File: config.mk
export PLATFORM = sky130hd
export DESIGN_NAME = sim_ctrl
export DESIGN_NICKNAME = d
export VERILOG_FILES = /design/src/rtl/sim_pkg.sv /design/src/rtl/sim_cnt.sv /design/src/rtl/sim_ctrl.sv
export SDC_FILE = /design/constraint.sdc
export NUM_CORES = 1
export LEC_CHECK = 0
export ABC_AREA = 1
export BUFFER_PORTS_ARGS = -buffer_cell sky130_fd_sc_hd__buf_4
export CAP_MARGIN = 20
export CORE_ASPECT_RATIO = 0.6
export CORE_MARGIN = 3
export CORE_UTILIZATION = 45
export CTS_CLUSTER_DIAMETER = 50
export CTS_CLUSTER_SIZE = 14
export DETAILED_ROUTE_END_ITERATION = 6
export HOLD_SLACK_MARGIN = 0.05
export PLACE_DENSITY_LB_ADDON = 0.08
export SYNTH_ARGS = -nofsm -noshare
export SYNTH_HDL_FRONTEND = slang
export SYNTH_SLANG_ARGS = --single-unit
File: constraint.sdc
create_clock -name clk -period 3.7 [get_ports clk]
set_input_delay 0.185 -clock clk [delete_from_list [all_inputs] [get_ports clk]]
set_output_delay 0.185 -clock clk [all_outputs]
set_load 0.02 [all_outputs]
File: src/rtl/sim_pkg.sv
// Shared state encoding, default parameters and elaboration helpers for the
// simulation controller.
package sim_pkg;

    typedef enum logic [2:0] {
        RST_HOLD = 3'd0,
        RUN      = 3'd1,
        DRAIN    = 3'd2,
        PRINT    = 3'd3,
        DONE     = 3'd4
    } sim_state_e;

    localparam int DEF_NUM_CORES    = 1;
    localparam int DEF_CNT_W        = 32;
    localparam int DEF_RST_CYCLES   = 4;
    localparam int DEF_DRAIN_CYCLES = 3;
    localparam int DEF_TIMEOUT      = 100000;

    function automatic int max_int(input int a, input int b);
        return (a > b) ? a : b;
    endfunction

    // Bits needed to represent max_val, never less than one.
    function automatic int cnt_width(input int max_val);
        int w;
        w = 1;
        for (int i = 1; i < 31; i++) begin
            if ((1 << i) <= max_val) begin
                w = i + 1;
            end
        end
        return w;
    endfunction

endpackage

File: src/rtl/sim_cnt.sv
// Saturating up-counter with synchronous clear (clear wins over enable).
module sim_cnt #(
    parameter int W = 8
) (
    input  logic         clk,
    input  logic         rst_n,
    input  logic         en,
    input  logic         clr,
    output logic [W-1:0] q
);

    logic [W-1:0] q_reg;
    logic [W-1:0] q_next;

    always_comb begin
        q_next = q_reg;
        if (clr) begin
            q_next = '0;
        end else if (en && (q_reg != '1)) begin
            q_next = q_reg + W'(1);
        end
    end

    always_ff @(posedge clk or negedge rst_n) begin
        if (!rst_n) begin
            q_reg <= '0;
        end else begin
            q_reg <= q_next;
        end
    end

    assign q = q_reg;

endmodule

File: src/rtl/sim_ctrl.sv
// Simulation controller: holds the processor in reset, counts run cycles,
// waits for every core to halt (or a timeout), then requests a dump and stops.
module sim_ctrl
    import sim_pkg::*;
#(
    parameter int NUM_CORES    = DEF_NUM_CORES,
    parameter int CNT_W        = DEF_CNT_W,
    parameter int RST_CYCLES   = DEF_RST_CYCLES,
    parameter int DRAIN_CYCLES = DEF_DRAIN_CYCLES,
    parameter int TIMEOUT      = DEF_TIMEOUT
) (
    input  logic                 clk,
    input  logic                 rst_n,
    input  logic [NUM_CORES-1:0] halt,
    output logic                 proc_rst_n,
    output logic                 print,
    input  logic                 print_ack,
    output logic [CNT_W-1:0]     cycle_cnt,
    output logic [NUM_CORES-1:0] halted_mask,
    output logic                 done,
    output logic                 timeout
);

    // One counter serves both RST_HOLD and DRAIN; it is cleared on every state change.
    localparam int PH_MAX = max_int(RST_CYCLES, DRAIN_CYCLES);
    localparam int PH_W   = cnt_width(PH_MAX);
    localparam logic [PH_W-1:0] RST_LAST   = PH_W'(RST_CYCLES - 1);
    localparam logic [PH_W-1:0] DRAIN_LAST = PH_W'(DRAIN_CYCLES - 1);

    sim_state_e state_reg, state_next;
    logic [PH_W-1:0]      phase_cnt;
    logic [CNT_W-1:0]     cnt_q;
    logic [NUM_CORES-1:0] mask_reg, mask_next;
    logic                 timeout_reg, timeout_next;
    logic                 print_reg, done_reg, proc_rst_n_reg;
    logic                 all_halt, timeout_hit;
    logic [63:0]          cnt_plus;

    assign mask_next = (state_reg == RUN) ? (mask_reg | halt) : mask_reg;
    assign all_halt  = &mask_next;

    // Timeout fires on the edge where the counter would land on TIMEOUT; a saturated
    // counter never advances, so it can never reach a limit beyond its range.
    assign cnt_plus    = 64'(cnt_q) + 64'd1;
    assign timeout_hit = (TIMEOUT != 0) && (cnt_q != '1) && (cnt_plus == 64'(TIMEOUT));

    always_comb begin
        state_next   = state_reg;
        timeout_next = timeout_reg;
        case (state_reg)
            RST_HOLD: begin
                if (phase_cnt == RST_LAST) begin
                    state_next = RUN;
                end
            end
            RUN: begin
                if (all_halt) begin
                    if (DRAIN_CYCLES == 0) begin
                        state_next = PRINT;
                    end else begin
                        state_next = DRAIN;
                    end
                end else if (timeout_hit) begin
                    state_next   = PRINT;
                    timeout_next = 1'b1;
                end
            end
            DRAIN: begin
                if (phase_cnt == DRAIN_LAST) begin
                    state_next = PRINT;
                end
            end
            PRINT: begin
                if (print_ack) begin
                    state_next = DONE;
                end
            end
            DONE: begin
                state_next = DONE;
            end
            default: begin
                state_next = RST_HOLD;
            end
        endcase
    end

    sim_cnt #(.W(PH_W)) u_phase_cnt (
        .clk   (clk),
        .rst_n (rst_n),
        .en    ((state_reg == RST_HOLD) || (state_reg == DRAIN)),
        .clr   (state_next != state_reg),
        .q     (phase_cnt)
    );

    sim_cnt #(.W(CNT_W)) u_cycle_cnt (
        .clk   (clk),
        .rst_n (rst_n),
        .en    (state_reg == RUN),
        .clr   (1'b0),
        .q     (cnt_q)
    );

    // Outputs are decoded from the next state so they change on the same edge as the FSM.
    always_ff @(posedge clk or negedge rst_n) begin
        if (!rst_n) begin
            state_reg      <= RST_HOLD;
            mask_reg       <= '0;
            timeout_reg    <= 1'b0;
            print_reg      <= 1'b0;
            done_reg       <= 1'b0;
            proc_rst_n_reg <= 1'b0;
        end else begin
            state_reg      <= state_next;
            mask_reg       <= mask_next;
            timeout_reg    <= timeout_next;
            print_reg      <= (state_next == PRINT);
            done_reg       <= (state_next == DONE);
            proc_rst_n_reg <= (state_next != RST_HOLD);
        end
    end

    assign proc_rst_n  = proc_rst_n_reg;
    assign print       = print_reg;
    assign cycle_cnt   = cnt_q;
    assign halted_mask = mask_reg;
    assign done        = done_reg;
    assign timeout     = timeout_reg;

endmodule

-- Word level (Yosys, flattened, before mapping)
Cells that the tools add are included.
W data, S select, Z words.
- word-level logic and storage cells: 42
- input bits: 4
- register bits: 43
- reduce and logical (&&, ||, !) cells: 8
- equal/unequal tests: 12
- multiplexer cells: 9
- add/subtract/negate cells: 3
- bitwise operators: 2
- operator list (cell ; count):
    $add A32 B1 Y33 const B ; 1
    $eq A33 B17 Y1 const B ; 1
    $add A32 B1 Y32 const B ; 1
    $ne A32 B32 Y1 const B ; 1
    $mux W3 ; 7
    $eq A3 B2 Y1 const B ; 5
    $pmux W3 S5 ; 1
    $eq A3 B3 Y1 const B ; 2
    $add A3 B1 Y3 const B ; 1
    $eq A3 B1 Y1 const B ; 1
    $logic_and A1 B1 Y1 ; 3
    $logic_not A3 Y1 ; 1
    $ne A3 B3 Y1 ; 1
    $ne A3 B3 Y1 const B ; 1
    $reduce_and A3 Y1 ; 1
    $reduce_bool A3 Y1 ; 1
    $reduce_bool A2 Y1 ; 1
    $logic_or A1 B1 Y1 ; 1
    $mux W1 ; 1
    $not A1 Y1 ; 1
    $or A1 B1 Y1 ; 1

-- Longest topological paths before layout
- depth after elaboration: 8
- depth in mapped cells: 16
- mapped depth without buffers: 16

-- By module
A second synthesis with hierarchy kept.
- cells, all modules: 650
- area total of the unflattened synthesis: 3902.5 um^2
- by module, submodules not included (module ; times used ; cells an instance ; seq. area each (um^2) ; area each (um^2)):
    sim_cnt (u_cycle_cnt) ; 1 ; 347 ; 800.8 ; 2259.7
    sim_ctrl ; 1 ; 283 ; 200.2 ; 1476.4
    sim_cnt (u_phase_cnt) ; 1 ; 20 ; 75.1 ; 166.4

-- Worst setup path after synthesis
No wires, ideal clock.
- path kind: reg2reg
- from: register u_cycle_cnt.q_reg[1], in the netlist u_cycle_cnt.q[1]
- to: register u_phase_cnt.q_reg[0], in the netlist u_phase_cnt.q[0]
- stages on the path, launching flop included: 17
- required time: 3.580 ns
- library setup time: 0.120 ns
- slack: 1.627 ns
- path buffers: 0
- arrival: 1.954 ns
- cells stage by stage: dfrtp_1 > ha_1 > nand2_2 > nor2_8 > nand2_4 > nor2_4 > nand2_1 > nand2_1 > nand2_1 > nor2_1 > nand2_1 > nor2_2 > nand3_2 > nand2_2 > nand2_4 > nand2_2 > nor2_1
- cells in the longest elaborated chain, start to end: 8
- elaborated cells between the ends (all ways): 10
- RTL lines (what ; RTL line ; RTL):
    start: declaration ; sim_cnt.sv:12 ; logic [W-1:0] q_reg;
    start signal: assignment ; sim_cnt.sv:28 ; q_reg <= q_next;
    $add A32 B1 Y33 ; sim_ctrl.sv:44 ; assign cnt_plus = 64'(cnt_q) + 64'd1;
    $eq A33 B17 Y1 ; sim_ctrl.sv:45 ; assign timeout_hit = (TIMEOUT != 0) && (cnt_q != '1) && (cnt_plus == 64'(TIMEOUT));
    $logic_and A1 B1 Y1 * ; sim_ctrl.sv:45 ;
    $mux W3 * ; sim_ctrl.sv:63 ; end else if (timeout_hit) begin
    $mux W3 * ; sim_ctrl.sv:57 ; if (all_halt) begin
    $pmux W3 S5 * ; sim_ctrl.sv:50 ; case (state_reg)
    $ne A3 B3 Y1 * ; sim_ctrl.sv:91 ; .clr (state_next != state_reg),
    $mux W3 / $reduce_bool A2 Y1 (equally long branches) ; n/a ;
    end signal: assignment ; sim_cnt.sv:28 ;
    end: declaration ; sim_cnt.sv:12 ;
Mark *: on every way between the ends. The rest lies on a longest branch, timed or not.
A chain may end at the register's enable or synchronous reset.

-- Final worst setup path
- from: register u_cycle_cnt.q_reg[1], in the netlist u_cycle_cnt.q[1]
- to: register u_cycle_cnt.q_reg[4], in the netlist u_cycle_cnt.q[4]
- cells in the longest elaborated chain, start to end: 2
- elaborated cells between the ends (all ways): 3
- RTL lines (what):
    parallel branches: the longest is 2 deep, another holds $add A32 B1 Y32
Parallel ways; which one is timed is not known.

==> metrics <==
status finished, final reports clean; setup TNS 0 ns; 1st-pass router iterations 5; Vias 2834; clock skew ~0.0050 ns; Core Region about 6200 sq um; placed wire-length estimate ~6200 microns; Gates resized, CTS repair 0; row count 22; Tmin final around 2.4 ns; Syn Inst Count roughly 440; Ys Warns 0; starting density of the core 47.2%; DIE AREA 7530 sq um; DRC Markers 0; worst path required time approximately 3.9 ns; Final Setup Violations 0; post-route cell area about 3400 sq um; Post-Syn Area per Cell 6.66 sq um; Vias/cell 5.01; pwr/cell area between 400 and 500 nW/um^2; clk buf depth 2; DR WL/cell between 10 and 15 microns; first-pass GRT wire length between 10000 and 15000 microns; Die Span Y approximately 70 microns; RSZ-0062 raised after global routing false; IO Pins 41; startpoint types flop; largest net degree at the start of global routing 44; TritonCTS Buffers 5; setup bufs post-CTS 0; final wirelength 7880 microns; nets@finish 490; largest cells by area after synthesis dfrtp_1 37%, nand2_1 20%, nor2_1 7.6%; Worst Setup Path Type flop to flop; clock sinks 43; max-cap violation count 0; Pleak about 0.0016 uW; Final Max Tran Viols 0; fill cell count slightly above 600; drt first-iter violations 196; Yosys cell types 27; CP endpoint kind flop; Tightest Hold Check Type input pin to flop; Slew HR a little under three fifths; final hold violations 0; dpl cells ~560; max reg flops 32; WP data arrival approximately 2.6 ns; total track usage between 20% and 30%; Max Fclk between 400 and 500 MHz; port buffer count 40; H-Tree Level Count 2; Worst Tran Pin Value around 0.64 ns; Worst Path Max Fanout 38; Syn Std Cell Area about 3000 sq um; Synth top area share between 30 and 40%; Finished Layout Cells between 500 and 600; share of the yosys chip area belonging to registers between 30% and 40%; post-synth top area cell dfrtp_1; flop2flop setup slack 1.28 ns; GRT overflow 0; Clk pin slew, worst setup/hold paths 0.08 ns; CTS root buffer clkbuf_8; Die W between 100 and 150 microns; Pwr Total roughly 1400 uW; Post-DRT Antenna Nets 0; placed cell areas between 3000 and 4000 sq um; GP Congestion around 0.96; Skew-Pair Late Insertion Delay approximately 0.3 ns; Tcrit/Tclk final between 60% and 70%; CTS tree built; #FFs+latches synth 43; share of cells above drive strength 1 16.6%; Synth Net Count 448; ant diodes 0; vias in the first global route 2437; initial antenna violation count 0; Max VDD drop ~0.00035 V; area growth from synthesis to layout 16.1%
==> critical path: stages, from the launching register on <==
cell	delay, ns
dfrtp_1	0.43
ha_1	0.24
nand2_2	0.11
nor2_8	0.18
nand2_4	0.08
nor2_4	0.16
nand4_1	0.11
nand2_2	0.35
inv_2	0.37
nor2_1	0.18
a31oi_1	0.06
==> final timing paths <==
path	end	cells past startpoint	from
setup / recovery	u_cycle_cnt.q[4]$_DFFE_PN0P_	10	u_cycle_cnt.q[1]$_DFFE_PN0P_
hold / removal	halted_mask$_DFF_PN0_	3	halt
setup reg to reg	u_cycle_cnt.q[4]$_DFFE_PN0P_	10	u_cycle_cnt.q[1]$_DFFE_PN0P_
hold reg to reg	halted_mask$_DFF_PN0_	2	halted_mask$_DFF_PN0_
max in group asynchronous	u_phase_cnt.q[1]$_DFFE_PN0P_	2	rst_n
min in group asynchronous	u_cycle_cnt.q[9]$_DFFE_PN0P_	2	rst_n
==> power breakdown <==
| group | internal, uW | leakage [uW] | total, uW | switching, uW |
|---|---|---|---|---|
| combinational | 181 | 0.00102 | 505 | 324 |
| sequential | 546 | 0.000571 | 639 | 93.5 |
| clock | 133 | 0.0000422 | 297 | 164 |
==> repair_timing <==
item | CTS | global route
setup endpoints to repair | 0 | 0
hold buffers | 1 | 0
hold endpoints to repair | 43 | 0
==> cell usage after synthesis, drive strengths merged <==
library cell  instances
nand2               170
nor3                  3
a31oi                 3
o21ai                32
xnor2                 1
xor2                  4
o21bai                1
a21oi                 6
clkbuf                2
buf                   4
nand3                26
dfrtp                43
ha                    5
nor2                 72
nand4                 8
nand3b                3
inv                  56
==> routing by layer <==
metal	vias to the layer above	global-route usage, %	wire [microns]
li1	1462	-	-
met1	1281	38.9	4250
met2	83	27.6	2810
met3	8	4.81	746
met4	0	5.13	76
met5	-	0	0
==> cell type report <==
class	instances	area [sq um]	share of cell area (%)
multi-input combinational	334	1610	47.4
tap	84	105	3.10
clock buffer	7	76.3	2.25
timing repair buffer	41	310	9.15
inverter	56	210	6.20
clock inverter	1	5.00	0.148
sequential	43	1080	31.7
==> cells in the final DEF (no fill, tap or decap), types with 8 or more instances in the layout <==
master   Yosys  layout
buf_4        0      40
dfrtp_1     43      43
inv_1       53      53
nand2_1    156     156
nand2_2     11      11
nand3_1     24      24
nand4_1      8       8
nor2_1      59      59
o21ai_0     14      14
o21ai_1     18      18
==> stage by stage <==
step | setup slack [ns] | hold WS [ns] | util [%]
floorplan | 1.63 | -0.111 | -
global placement | 1.38 | 0.218 | 53.3
detailed placement | 1.29 | 0.224 | 53.3
CTS | 1.28 | 0.137 | 54.8
global route | 1.03 | 0.152 | 54.8
finish | 1.28 | 0.138 | 54.8
==> cells by family after synthesis <==
logic type                 synth area share [%]
adders and majority gates                  2.14
buffers and inverters                      8.13
xor gates and xnor gates                   1.50
and+or+nand+nor                            43.9
DFF                                        36.8
AOI/OAI and AO/OA                          7.53
Power figures use the tool's default switching activity.
